## config.mk

```make
export PLATFORM = sky130hd
export DESIGN_NAME = fetch_sequencer
export DESIGN_NICKNAME = d
export VERILOG_FILES = /design/src/rtl/mips_fetch_pkg.sv /design/src/rtl/fetch_buffer.sv /design/src/rtl/fetch_sequencer.sv
export SDC_FILE = /design/constraint.sdc
export NUM_CORES = 1
export LEC_CHECK = 0
export CELL_PAD_IN_SITES_DETAIL_PLACEMENT = 1
export CELL_PAD_IN_SITES_GLOBAL_PLACEMENT = 1
export CORE_MARGIN = 2
export CORE_UTILIZATION = 30
export DETAILED_ROUTE_END_ITERATION = 7
export PLACE_DENSITY = 0.75
export SYNTH_ARGS = -nofsm -noshare
export SYNTH_HDL_FRONTEND = slang
export SYNTH_HIERARCHICAL = 1
export SYNTH_SLANG_ARGS = --single-unit
```

## constraint.sdc

```tcl
create_clock -name Clk -period 9.7 [get_ports Clk]
set_clock_uncertainty 0.05 [all_clocks]
set_input_delay 1.94 -clock Clk [delete_from_list [all_inputs] [get_ports Clk]]
set_output_delay 1.94 -clock Clk [all_outputs]
set_load 0.05 [all_outputs]
```

## src/rtl/mips_fetch_pkg.sv

```systemverilog
// Shared definitions for the instruction-fetch slice: state encoding,
// datapath width, default reset PC and the fetch-buffer entry layout.
package mips_fetch_pkg;

    localparam int XLEN = 32;

    localparam logic [XLEN-1:0] DEFAULT_RESET_PC = 32'h0000_0000;

    typedef enum logic [1:0] {
        ST_IDLE  = 2'd0,
        ST_RUN   = 2'd1,
        ST_FAULT = 2'd2
    } fetch_state_e;

    typedef struct packed {
        logic [XLEN-1:0] pc;
        logic [XLEN-1:0] instr;
    } fetch_entry_t;

endpackage

```

## src/rtl/fetch_buffer.sv

```systemverilog
// Two-entry FIFO of {pc, instr} between fetch and decode. Slot 0 is always
// the head, so the head word cannot move while it is waiting to be popped.
// Flush dominates push; push into a full buffer is accepted only when the
// head pops the same edge.
module fetch_buffer
    import mips_fetch_pkg::*;
(
    input  logic            Clk,
    input  logic            Rst_n,
    input  logic            push,
    input  logic            pop,
    input  logic            flush,
    input  logic [XLEN-1:0] push_pc,
    input  logic [XLEN-1:0] push_instr,
    output logic [XLEN-1:0] head_pc,
    output logic [XLEN-1:0] head_instr,
    output logic            full,
    output logic            empty
);

    logic [1:0]   count;
    fetch_entry_t slot0;
    fetch_entry_t slot1;
    fetch_entry_t din;
    logic         push_ok;
    logic         pop_ok;

    assign din     = '{pc: push_pc, instr: push_instr};
    assign full    = (count == 2'd2);
    assign empty   = (count == 2'd0);
    assign pop_ok  = pop && !empty;
    assign push_ok = push && (!full || pop_ok);

    assign head_pc    = slot0.pc;
    assign head_instr = slot0.instr;

    // Occupancy count: the only state that needs a reset.
    always_ff @(posedge Clk or negedge Rst_n) begin
        // NOTE: sequential state is always assigned with <= so every flop
        // samples the pre-edge values, independent of statement order.
        if (!Rst_n) begin
            count <= 2'd0;
        end else if (flush) begin
            count <= 2'd0;
        end else if (push_ok && !pop_ok) begin
            count <= count + 2'd1;
        end else if (pop_ok && !push_ok) begin
            count <= count - 2'd1;
        end
    end

    // Entry storage: shift on pop, write the first free slot on push.
    // NOTE: the data slots are deliberately not reset; count alone says
    // which slots are meaningful, so resetting the payload buys nothing.
    always_ff @(posedge Clk) begin
        if (!flush) begin
            if (pop_ok) begin
                if (push_ok && count == 2'd1) slot0 <= din;
                else                          slot0 <= slot1;
                if (push_ok && count == 2'd2) slot1 <= din;
            end else if (push_ok) begin
                if (count == 2'd0) slot0 <= din;
                else               slot1 <= din;
            end
        end
    end

endmodule

```

## src/rtl/fetch_sequencer.sv

```systemverilog
// Instruction-fetch controller: owns the PC, addresses the combinational
// instruction memory and feeds decode through a two-entry buffer. A taken
// branch/jump on Redirect flushes the buffer and restarts at the target.
// Optional feature macro: FETCH_BOUNDS_CHECK_EN (out-of-range PC and
// misaligned redirect targets stop fetch in a sticky FAULT state).
module fetch_sequencer
    import mips_fetch_pkg::*;
#(
    parameter logic [31:0] RESET_PC   = DEFAULT_RESET_PC,
    parameter int          IMEM_WORDS = 128
) (
    input  logic        Clk,
    input  logic        Rst_n,
    output logic [31:0] ImemAddress,
    input  logic [31:0] ImemInstruction,
    input  logic        Redirect,
    input  logic [31:0] RedirectTarget,
    output logic        InstrValid,
    input  logic        InstrReady,
    output logic [31:0] Instruction,
    output logic [31:0] InstrPC,
    output logic [31:0] InstrPCPlus4,
    output logic        Fault
);

    localparam logic [31:0] RESET_PC_ALIGNED = {RESET_PC[31:2], 2'b00};

    fetch_state_e state;
    logic [31:0]  pc;
    logic [31:0]  target_aligned;
    logic         buf_full;
    logic         buf_empty;
    logic         pop;
    logic         push;
    logic         fault_hit;
    logic         redirect_ok;

    assign target_aligned = {RedirectTarget[31:2], 2'b00};
    assign ImemAddress    = pc;
    assign InstrValid     = !buf_empty;
    assign pop            = InstrValid && InstrReady;

`ifdef FETCH_BOUNDS_CHECK_EN
    localparam logic [29:0] IMEM_LIMIT = 30'(IMEM_WORDS);

    logic bad_target;
    logic out_of_range;

    // A legal redirect replaces the current fetch, so the range check only
    // applies to a PC that would actually be fetched this edge.
    assign bad_target   = Redirect && (RedirectTarget[1:0] != 2'b00);
    assign out_of_range = !Redirect && (pc[31:2] >= IMEM_LIMIT);
    assign fault_hit    = (state == ST_RUN) && (bad_target || out_of_range);
    assign Fault        = (state == ST_FAULT);
`else
    logic unused_cfg;

    assign unused_cfg = ^{RedirectTarget[1:0], IMEM_WORDS};
    assign fault_hit  = 1'b0;
    assign Fault      = 1'b0;
`endif

    // Redirect is ignored once faulted and never applied when it faults.
    assign redirect_ok = Redirect && (state != ST_FAULT) && !fault_hit;
    assign push        = (state == ST_RUN) && !Redirect && !fault_hit &&
                         (!buf_full || pop);

    fetch_buffer u_buffer (
        .Clk        (Clk),
        .Rst_n      (Rst_n),
        .push       (push),
        .pop        (pop),
        .flush      (redirect_ok),
        .push_pc    (pc),
        .push_instr (ImemInstruction),
        .head_pc    (InstrPC),
        .head_instr (Instruction),
        .full       (buf_full),
        .empty      (buf_empty)
    );

    assign InstrPCPlus4 = InstrPC + 32'd4;

    // Fetch FSM and program counter.
    always_ff @(posedge Clk or negedge Rst_n) begin
        if (!Rst_n) begin
            state <= ST_IDLE;
            pc    <= RESET_PC_ALIGNED;
        end else begin
            case (state)
                ST_IDLE: begin
                    state <= ST_RUN;
                    if (redirect_ok) pc <= target_aligned;
                end
                ST_RUN: begin
                    if (fault_hit)        state <= ST_FAULT;
                    else if (redirect_ok) pc    <= target_aligned;
                    else if (push)        pc    <= pc + 32'd4;
                end
                ST_FAULT: begin
                    state <= ST_FAULT;
                end
                default: begin
                    state <= ST_IDLE;
                end
            endcase
        end
    end

endmodule

```

# == After elaboration in Yosys (flattened, before gate mapping) ==
# Index checks and enable logic that the tools add are counted.
# totals
reg_bits,164
in_bits,68
elab_cells,63
# classes
n_addsub,4
eq_ne,9
muxes,16
bitwise_logic,1
n_reduce_logical,26
# ops
operator,count
$mux W64,8
$mux W32,3
$add A32 B3 Y32 const B,2
$pmux W32 S2,1
$logic_and A1 B1 Y1,10
$mux W2,3
$ne A2 B2 Y1 const B,3
$pmux W2 S3,1
$reduce_and A3 Y1,2
$reduce_bool A2 Y1,3
$logic_not A1 Y1,5
$eq A2 B1 Y1 const B,2
$eq A2 B2 Y1 const B,2
$logic_not A2 Y1,2
$reduce_and A4 Y1,1
$ne A3 B1 Y1 const B,1
$reduce_bool A3 Y1,1
$add A2 B1 Y2 const B,1
$logic_or A1 B1 Y1,2
$ne A2 B1 Y1 const B,1
$sub A2 B1 Y2 const B,1
$not A1 Y1,1

# == Depth between registers and ports, before layout ==
# Gate-level depths: netlist (run 1).
# depth
depth_word,11
ltp_mapped,10

# == Modules after synthesis ==
# The synthesis (run 1) kept the hierarchy.
# by_module_without_submodules
mod,n_inst,cells_each,area_per_inst_um2,seq_area_each_um2
fetch_buffer,1,224,5087.4,3893.7
fetch_sequencer,1,333,2546.2,800.8

# == Worst setup path before layout (run 1) ==
# No wires, ideal clock.
# synth_timing
kind,input port to flip-flop
from,input Redirect
to,register u_buffer/slot1[0] in the netlist's numbering (enable)
setup_time_ns,0.667
t_arrival_ns,9.500
path_slack_ns,-0.517
cell_stages,4
path_buffers,1
path_cell_list,or3b_2 clkbuf_1 nor2_1 nor4b_1
# synth_between
elab_chain_len,7
# synth_lines
element,line,text
"start, declared",fetch_sequencer.sv:16,"input logic Redirect,"
$logic_not A1 Y1 (*),fetch_sequencer.sv:65,assign push = (state == ST_RUN) && !Redirect && !fault_hit &&
$logic_and A1 B1 Y1 (*) (2 in a row),fetch_sequencer.sv:65,
named net push,fetch_sequencer.sv:34,logic push;
$logic_and A1 B1 Y1 (*),fetch_buffer.sv:32,assign push_ok = push && (!full || pop_ok);
$logic_and A1 B1 Y1,fetch_buffer.sv:60,if (push_ok && count == 2'd2) slot1 <= din;
$ne A2 B2 Y1 (no source line),-,
$reduce_and A4 Y1 (no source line) (*),-,
"end signal, assigned",fetch_buffer.sv:60,
"end signal, assigned",fetch_buffer.sv:63,else slot1 <= din;
"end, declared",fetch_buffer.sv:23,fetch_entry_t slot1;
# Mark *: on every way through the listed nets, which the timed path passes. The rest lies on a longest branch.
# A chain may end at the register's enable or synchronous reset.

# == Worst setup path in the final report (run 1) ==
# layout_timing
from,register u_buffer.slot0 (netlist bit u_buffer/head_pc[2])
to,output InstrPCPlus4[22]
# layout_between
elab_chain_len,1
# layout_lines
element,line,text
"start, declared",fetch_buffer.sv:22,fetch_entry_t slot0;
"start signal, assigned",fetch_buffer.sv:58,if (push_ok && count == 2'd1) slot0 <= din;
"start signal, assigned",fetch_buffer.sv:59,else slot0 <= slot1;
"start signal, assigned",fetch_buffer.sv:62,if (count == 2'd0) slot0 <= din;
$add A32 B3 Y32,fetch_sequencer.sv:82,assign InstrPCPlus4 = InstrPC + 32'd4;
"end, declared",fetch_sequencer.sv:22,"output logic [31:0] InstrPCPlus4,"
# Every way passes these cells.

==> Implementation_results.wiki, run 1 <==
{| class="wikitable"
! Metric !! Value
|-
| Total DRC errors in the routed layout || 0
|-
| Average wire per standard cell || around 19 µm
|-
| Worst slew pin tran || slightly below 1 ns
|-
| Worst relative slew slack || 34.8%
|-
| Path category of the worst min-delay check || flop to flop
|-
| Switching part of the total || approximately 36%
|-
| Insertion delay of the later-clocked pin in the worst-skew pair || 0.42 ns
|-
| Pleak || roughly 3.9 nW
|-
| Portion of total power attributed to sequential cells || between 40% and 50%
|-
| Max stage delay on crit path || just over 0.8 ns
|-
| Layout fillers || 2636
|-
| Slowest stage cell on the critical path || sky130_fd_sc_hd__clkdlybuf4s50_1
|-
| Commonest register cell after synthesis || sky130_fd_sc_hd__edfxtp_1
|-
| Ratio of final minimum period to clock period || 57.2%
|-
| Clock root buffer || sky130_fd_sc_hd__clkbuf_16
|-
| Unrepaired setup endpoints after global routing || no
|-
| Register Area || around 4700 µm²
|-
| Number of hold violations in the final report || 0
|-
| Mean instance size in the synthesized netlist || 13.7 µm²
|-
| GRT Util Overall || 15.6%
|-
| Resize count post-CTS || 0
|-
| Detailed router's first-iteration violation count || roughly 280
|-
| Post-Route Setup TNS || 0 ns
|-
| Final setup violation count || 0
|-
| Commonest cells after routing, fill and taps aside || sky130_fd_sc_hd__clkdlybuf4s50_1 (192), sky130_fd_sc_hd__edfxtp_1 (128), sky130_fd_sc_hd__mux2_4 (60), sky130_fd_sc_hd__dfrtp_1 (34), sky130_fd_sc_hd__a21oi_1 (34)
|-
| Core region area || 25100 µm²
|-
| Number of input and output port buffers inserted || about 190
|-
| Bufs and invs on worst path || 1
|-
| EDFF count, synth || 128
|-
| Die Ht || about 160 µm
|-
| Antenna violations before repair || 1
|-
| Fraction of layout instances using a drive strength above 1 || 15.3%
|-
| Final hold slack || 0.459 ns
|-
| Max-slew violations || 0
|-
| CTS Sinks || 162
|-
| IO Count || approximately 200
|-
| Number of setup buffers added after CTS || 0
|-
| HPWL after detailed placement || 15100 µm
|-
| Post-DR vias/cell || 4.86
|-
| Global-route wire length before repair || roughly 32000 µm
|-
| Critical Path Sink Type || primary output
|-
| Vias after detailed routing || between 5000 and 6000
|-
| Longest Clk Path Bufs || 2
|-
| IR drop worst, VDD || roughly 0.096 mV
|-
| Count of H-tree levels built during CTS || 4
|-
| Post-synthesis to final-layout area growth || 37.7%
|-
| Die area || 26700 µm²
|-
| Largest driver fanout on the critical path || 6
|-
| Fraction of power consumed by combinational cells || 31.1%
|-
| Data arrival time of the critical path || approximately 3.6 ns
|-
| Row Count || slightly below 60
|-
| Power share of the clock group || around 28%
|-
| Number of maximum-capacitance violations || 0
|-
| Cell count after synthesis || between 500 and 600
|-
| Delay-heaviest family, CP || simple AND/OR/NAND/NOR gates
|-
| Req. time, crit path || approximately 7.7 ns
|-
| CTS hold repair buffers || 0
|-
| Critical path class || flop to primary output
|-
| Warnings from Yosys || 6
|-
| Flop and latch count out of synthesis || between 150 and 200
|-
| Commonest non-fill, non-tap cell in the layout || sky130_fd_sc_hd__clkdlybuf4s50_1
|-
| Cell internal pwr || roughly 1.5 mW
|-
| Largest net degree at the start of global routing || 52
|-
| Total overflow reported by the global router || 0
|-
| Initial Util || between 30% and 40%
|-
| First-pass iteration count of the detailed router || 4
|-
| Min Tclk post-route || 5.55 ns
|-
| Sequential-to-total area share from yosys stat || between 60 and 70%
|-
| Post-synthesis cell type count || 55
|-
| Ordered list of cells on the worst path || ha_1, nand4_1, nor3_1, and2_1, nand4_1, xnor2_1, clkdlybuf4s50_1
|-
| Power per cell area || about 220 nW/µm²
|-
| Result of the run || finished, final reports clean
|-
| Combined area of all synthesized cells || about 7600 µm²
|-
| Startpoint type of the worst setup path || flop
|-
| Num CTS Buffers || 17
|-
| CTS tree || yes
|-
| Clock input transition at the sequential cells of the worst setup and hold paths || ~0.07 ns
|-
| NetSw || 0.816 mW
|-
| Final net count || between 800 and 900
|-
| Antenna Nets Post-Route || 0
|-
| Multi-input gate area in the final layout || roughly 2800 µm²
|-
| Top cell by count, worst path || sky130_fd_sc_hd__nand4_1
|-
| Maximum clock frequency || around 180 MHz
|-
| Ys async rst share || a little over a fifth
|-
| Number of global-route vias before repair || about 5400
|-
| Horizontal die dimension || about 160 µm
|-
| DRT Wirelength || about 21000 µm
|-
| Routability-driven placement congestion ratio || ~0.83
|}
## cell type report
cell class | instances | area share, %
clock buffer | 17 | 4.05
sequential | 162 | 44.7
timing repair buffer | 204 | 19.1
tap | 330 | 3.93
clock inverter | 14 | 1.24
antenna | 1 | 0.0238
inverter | 14 | 0.500
multi-input combinational | 358 | 26.5
## worst paths after layout
check / startpoint / end / slack, ns / cells past startpoint
setup / recovery: u_buffer/head_pc[2] / InstrPCPlus4[22] / 4.15 / 7
hold / removal: state[0] / state[1] / 0.46 / 1
setup reg to reg: u_buffer/count[1] / u_buffer/head_pc[10] / 5.35 / 10
hold reg to reg: state[0] / state[1] / 0.46 / 1
max in group asynchronous: Rst_n / ImemAddress[6] / 7.34 / 2
min in group asynchronous: Rst_n / ImemAddress[21] / 1.91 / 2
## per-layer routing
layer	wire length, µm	GRT usage (%)
met1	9040	20.1
met2	10500	26.1
met3	868	3.02
met4	408	5.38
met5	0	0
## Yosys cell counts, types with 2 or more instances
library cell / n / area share [%]
sky130_fd_sc_hd__edfxtp_1: 128 / 50
sky130_fd_sc_hd__mux2_4: 60 / 12
sky130_fd_sc_hd__a21oi_1: 35 / 2.3
sky130_fd_sc_hd__dfrtp_1: 34 / 11
sky130_fd_sc_hd__nand2_1: 33 / 1.6
sky130_fd_sc_hd__nor2_1: 31 / 1.5
sky130_fd_sc_hd__nand3_1: 27 / 1.8
sky130_fd_sc_hd__clkbuf_1: 18 / 0.89
sky130_fd_sc_hd__o21ai_0: 18 / 1.2
sky130_fd_sc_hd__nand4_1: 17 / 1.4
sky130_fd_sc_hd__xnor2_1: 17 / 2.0
sky130_fd_sc_hd__inv_1: 14 / 0.69
sky130_fd_sc_hd__xor2_1: 12 / 1.4
sky130_fd_sc_hd__a2bb2oi_1: 9 / 1.0
sky130_fd_sc_hd__and3_1: 9 / 0.74
sky130_fd_sc_hd__nor3_1: 8 / 0.52
sky130_fd_sc_hd__o22ai_1: 8 / 0.66
sky130_fd_sc_hd__nor4_1: 7 / 0.57
sky130_fd_sc_hd__buf_6: 6 / 0.89
sky130_fd_sc_hd__buf_4: 5 / 0.49
sky130_fd_sc_hd__ha_1: 5 / 0.82
sky130_fd_sc_hd__mux2_2: 5 / 0.74
sky130_fd_sc_hd__and4_1: 4 / 0.46
sky130_fd_sc_hd__or3_1: 4 / 0.33
sky130_fd_sc_hd__a311oi_1: 3 / 0.34
sky130_fd_sc_hd__a31oi_1: 3 / 0.25
sky130_fd_sc_hd__a32oi_1: 2 / 0.23
sky130_fd_sc_hd__a41o_1: 2 / 0.26
sky130_fd_sc_hd__and2_1: 2 / 0.16
sky130_fd_sc_hd__nand2b_1: 2 / 0.16
sky130_fd_sc_hd__nor3b_1: 2 / 0.20
sky130_fd_sc_hd__o211ai_1: 2 / 0.20
sky130_fd_sc_hd__o32ai_1: 2 / 0.23
sky130_fd_sc_hd__or4_4: 2 / 0.30
## logic make-up (layout without fill, tap and decap cells)
| logic type | count (synthesis) | in the layout | share of synthesized area (%) |
|---|---|---|---|
| flip-flops | 162 | 162 | 61.5 |
| AND/OR/NAND/NOR | 158 | 158 | 11.0 |
| AO/OA/AOI/OAI | 93 | 93 | 7.69 |
| multiplexers | 66 | 66 | 12.7 |
| buffers and inverters | 43 | 249 | 2.95 |
| XOR/XNOR | 29 | 29 | 3.33 |
| adder cells (fa/ha/maj) | 5 | 5 | 0.820 |
| other | 1 | 8 | 0.0491 |
## state kept, by name (all words and copies together) (netlist names)
signal / count
u_buffer/slot1: 64
u_buffer/head_instr: 32
u_buffer/head_pc: 32
ImemAddress: 30
state: 2
u_buffer/count: 2
## power by group through the flow
stage	combinational, mW	sequential [mW]	clock (mW)
3_3_place_gp	0.707	0.950	0
2_1_floorplan	0.302	1.12	0
5_1_grt	0.748	0.953	0.680
3_5_place_dp	0.718	0.956	0
6_report	0.713	0.940	0.642
4_1_cts	0.720	0.942	0.655
## through the flow
stage / instances / util (%) / total power, mW / worst slack, ns / instance area [µm²]
after floorplan: 563 / - / 1.42 / 2.72 / 7660
after global placement: 1068 / 39.6 / 1.66 / 3.81 / 9950
after detailed placement: 1068 / 39.6 / 1.67 / 3.69 / 9950
after CTS: 1099 / 41.8 / 2.32 / 4.06 / 10500
after global routing: 1100 / 41.9 / 2.38 / 3.89 / 10500
final: 1100 / 41.9 / 2.30 / 4.15 / 10500
Note: power is estimated with default switching activity, not from simulation.
==> run 2: changes to the inputs <==
Settings changed: PLACE_DENSITY 0.75 to 0.73.
Clock period 9.7 ns to 5.6 ns, I/O delays scaled along.
==> run 2 against run 1 <==
  * First-iteration DRC count is 32% lower
  * Setup slack worse by 2.9 ns
  * Final area is 1.1% higher
  * Highest routed layer unchanged
  * Count of clock-buffer cells in the layout grew 1
  * Critical path type unchanged
  * Wire length is 2.3% higher
  * Critical path depth grew 1
  * Worst hold slack worse by 0.029 ns
  * Power increased by 78%
  * Clock power rose by 88%
==> Implementation_results.wiki, run 2 (synthesized netlist as in run 1, its figures left out) <==
{| class="wikitable"
! Metric !! Value
|-
| Number of input and output port buffers inserted || 192 (unchanged)
|-
| CTS Sinks || 162 (unchanged)
|-
| Startpoint type of the worst setup path || flop (unchanged)
|-
| Post-DR vias/cell || 4.86 (about the same)
|-
| Unrepaired setup endpoints after global routing || no (unchanged)
|-
| M3 GR Usage || 2.67% (was 3.02%)
|-
| Met2 GRT Util || 27.8% (was 26.1%)
|-
| Routability-driven placement congestion ratio || 0.774 (was 0.835)
|-
| Commonest cells after routing, fill and taps aside || sky130_fd_sc_hd__clkdlybuf4s50_1 (192), sky130_fd_sc_hd__edfxtp_1 (128), sky130_fd_sc_hd__mux2_4 (60), sky130_fd_sc_hd__dfrtp_1 (34), sky130_fd_sc_hd__a21oi_1 (34) (unchanged)
|-
| Portion of total power attributed to sequential cells || 40.0% (was 41.0%)
|-
| Total overflow reported by the global router || 0 (unchanged)
|-
| Number of global-route vias before repair || 5538 (was 5416)
|-
| Critical path class || flop to primary output (unchanged)
|-
| Number of flip-flops in the largest register || 64 (unchanged)
|-
| Power share of the clock group || 29.5% (was 28.0%)
|-
| HPWL after detailed placement || 15200 µm (was 15100 µm)
|-
| Min setup slack post-route || 1.27 ns (was 4.15 ns)
|-
| Worst slew pin tran || 0.934 ns (was 0.977 ns)
|-
| Die area || 26700 µm² (unchanged)
|-
| Initial Util || 30.4% (unchanged)
|-
| Overall power || 4.08 mW (was 2.30 mW)
|-
| Critical Path Sink Type || primary output (unchanged)
|-
| Fraction of layout instances using a drive strength above 1 || 15.8% (was 15.3%)
|-
| Number of maximum-capacitance violations || 0 (unchanged)
|-
| Row Count || 58 (unchanged)
|-
| Insertion delay of the later-clocked pin in the worst-skew pair || 0.42 ns (about the same)
|-
| Antenna violations before repair || 1 (unchanged)
|-
| Ratio of final minimum period to clock period || between 70% and 80%
|-
| Die Ht || 164 µm (unchanged)
|-
| Final setup violation count || 0 (unchanged)
|-
| Maximum clock frequency || 231 MHz
|-
| Pleak || 3.97 nW (was 3.92 nW)
|-
| Switching part of the total || 34.8% (was 35.5%)
|-
| Ordered list of cells on the worst path || ha_1, nand4_1, nor3_1, buf_4, and2_1, nand4_1, xnor2_1, clkdlybuf4s50_1 (was ha_1, nand4_1, nor3_1, and2_1, nand4_1, xnor2_1, clkdlybuf4s50_1)
|-
| DRT Wirelength || 21300 µm (was 20800 µm)
|-
| Vias after detailed routing || 5364 (was 5344)
|-
| Data arrival time of the critical path || 3.16 ns (was 3.56 ns)
|-
| GRT Util Overall || 16.2% (was 15.6%)
|-
| Most congested layer reported by global routing || met2 (unchanged)
|-
| Max stage delay on crit path || 0.82 ns (was 0.81 ns)
|-
| Result of the run || finished, final reports clean (unchanged)
|-
| Antenna Nets Post-Route || 0 (unchanged)
|-
| First-pass iteration count of the detailed router || 4 (unchanged)
|-
| Cell internal pwr || 2.66 mW (was 1.48 mW)
|-
| Final net count || 834 (was 830)
|-
| Largest net degree at the start of global routing || 65 (was 52)
|-
| Clock input transition at the sequential cells of the worst setup and hold paths || 0.06 ns (was 0.07 ns)
|-
| Detailed router's first-iteration violation count || 190 (was 279)
|-
| Bufs and invs on worst path || 2 (was 1)
|-
| Min Tclk post-route || around 4.3 ns
|-
| NetSw || 1.42 mW (was 0.816 mW)
|-
| Clock root buffer || sky130_fd_sc_hd__clkbuf_16 (unchanged)
|-
| Post-Route Setup TNS || 0 ns (unchanged)
|-
| Path category of the worst min-delay check || flop to flop (unchanged)
|-
| Largest driver fanout on the critical path || 6 (unchanged)
|-
| Count of H-tree levels built during CTS || 4 (unchanged)
|-
| CTS hold repair buffers || 0 (unchanged)
|-
| Global-route wire length before repair || 32600 µm (was 31700 µm)
|-
| Setup Slack @ Placement || 1.45 ns (was 3.69 ns)
|-
| Max-slew violations || 0 (unchanged)
|-
| Delay-heaviest family, CP || buffers and inverters (was simple AND/OR/NAND/NOR gates)
|-
| Req. time, crit path || 4.43 ns (was 7.71 ns)
|-
| Top cell by count, worst path || sky130_fd_sc_hd__nand4_1 (unchanged)
|-
| Longest Clk Path Bufs || 2 (unchanged)
|-
| Average wire per standard cell || 19.3 µm (was 18.9 µm)
|-
| Power per cell area || 384 nW/µm² (was 218 nW/µm²)
|-
| Worst relative slew slack || 37.7% (was 34.8%)
|-
| Num CTS Buffers || 17 (unchanged)
|-
| Number of hold violations in the final report || 0 (unchanged)
|-
| Horizontal die dimension || 164 µm (unchanged)
|-
| IO Count || 198 (unchanged)
|-
| IR drop worst, VDD || 0.140 mV (was 0.0959 mV)
|-
| Number of setup buffers added after CTS || 0 (unchanged)
|-
| Resize count post-CTS || 0 (unchanged)
|-
| Post-synthesis to final-layout area growth || 39.2% (was 37.7%)
|-
| Commonest non-fill, non-tap cell in the layout || sky130_fd_sc_hd__clkdlybuf4s50_1 (unchanged)
|-
| CTS tree || yes (unchanged)
|-
| Total DRC errors in the routed layout || 0 (unchanged)
|-
| GRT met1 Usage || 20.4% (was 20.1%)
|-
| Slowest stage cell on the critical path || sky130_fd_sc_hd__clkdlybuf4s50_1 (unchanged)
|-
| Largest register by flop count || u_buffer/slot1 (unchanged)
|-
| Core region area || 25100 µm² (unchanged)
|-
| Fraction of power consumed by combinational cells || 30.4% (was 31.1%)
|-
| Final standard cell utilization of the core || 42.3% (was 41.9%)
|}
run 2: final cells by class:
type	instances	area (µm²)
Fill cell	2643	14500
Sequential cell	162	4690
Multi-Input combinational cell	358	2780
Timing Repair Buffer	208	2080
Clock buffer	18	429
Tap cell	330	413
Clock inverter	13	175
Inverter	14	52.6
Antenna cell	1	2.50
run 2: final timing paths:
kind	startpoint	to	slack, ns	depth (start not counted)
min	state[0]	state[1]	0.43	1
max in group asynchronous	Rst_n	ImemAddress[8]	4.08	2
max	u_buffer/head_pc[2]	InstrPCPlus4[22]	1.27	8
min reg2reg	state[0]	state[1]	0.43	1
max reg2reg	u_buffer/count[0]	u_buffer/head_pc[24]	2.52	10
min in group asynchronous	Rst_n	ImemAddress[23]	1.08	2
run 2: power groups by stage:
stage | Sequential, mW | Combinational (mW) | Clock, mW
after CTS | 1.64 | 1.25 | 1.23
after detailed placement | 1.66 | 1.25 | 0
final | 1.63 | 1.24 | 1.21
after floorplan | 1.93 | 0.527 | 0
after global routing | 1.66 | 1.30 | 1.27
after global placement | 1.65 | 1.23 | 0
run 2: layer usage:
metal | up-vias | share of wire [%]
met5 | - | 0
met4 | 0 | 2.4
met3 | 27 | 3.5
met2 | 141 | 52
met1 | 2668 | 42
li1 | 2528 | -
run 2: through the flow:
stage / cells / hold WS [ns] / cell area (µm²)
4_1_cts: 1103 / 0.431 / 10600
6_report: 1104 / 0.430 / 10600
2_1_floorplan: 563 / 0.389 / 7670
5_1_grt: 1104 / 0.474 / 10600
3_3_place_gp: 1072 / 0.415 / 10000
3_5_place_dp: 1072 / 0.427 / 10000
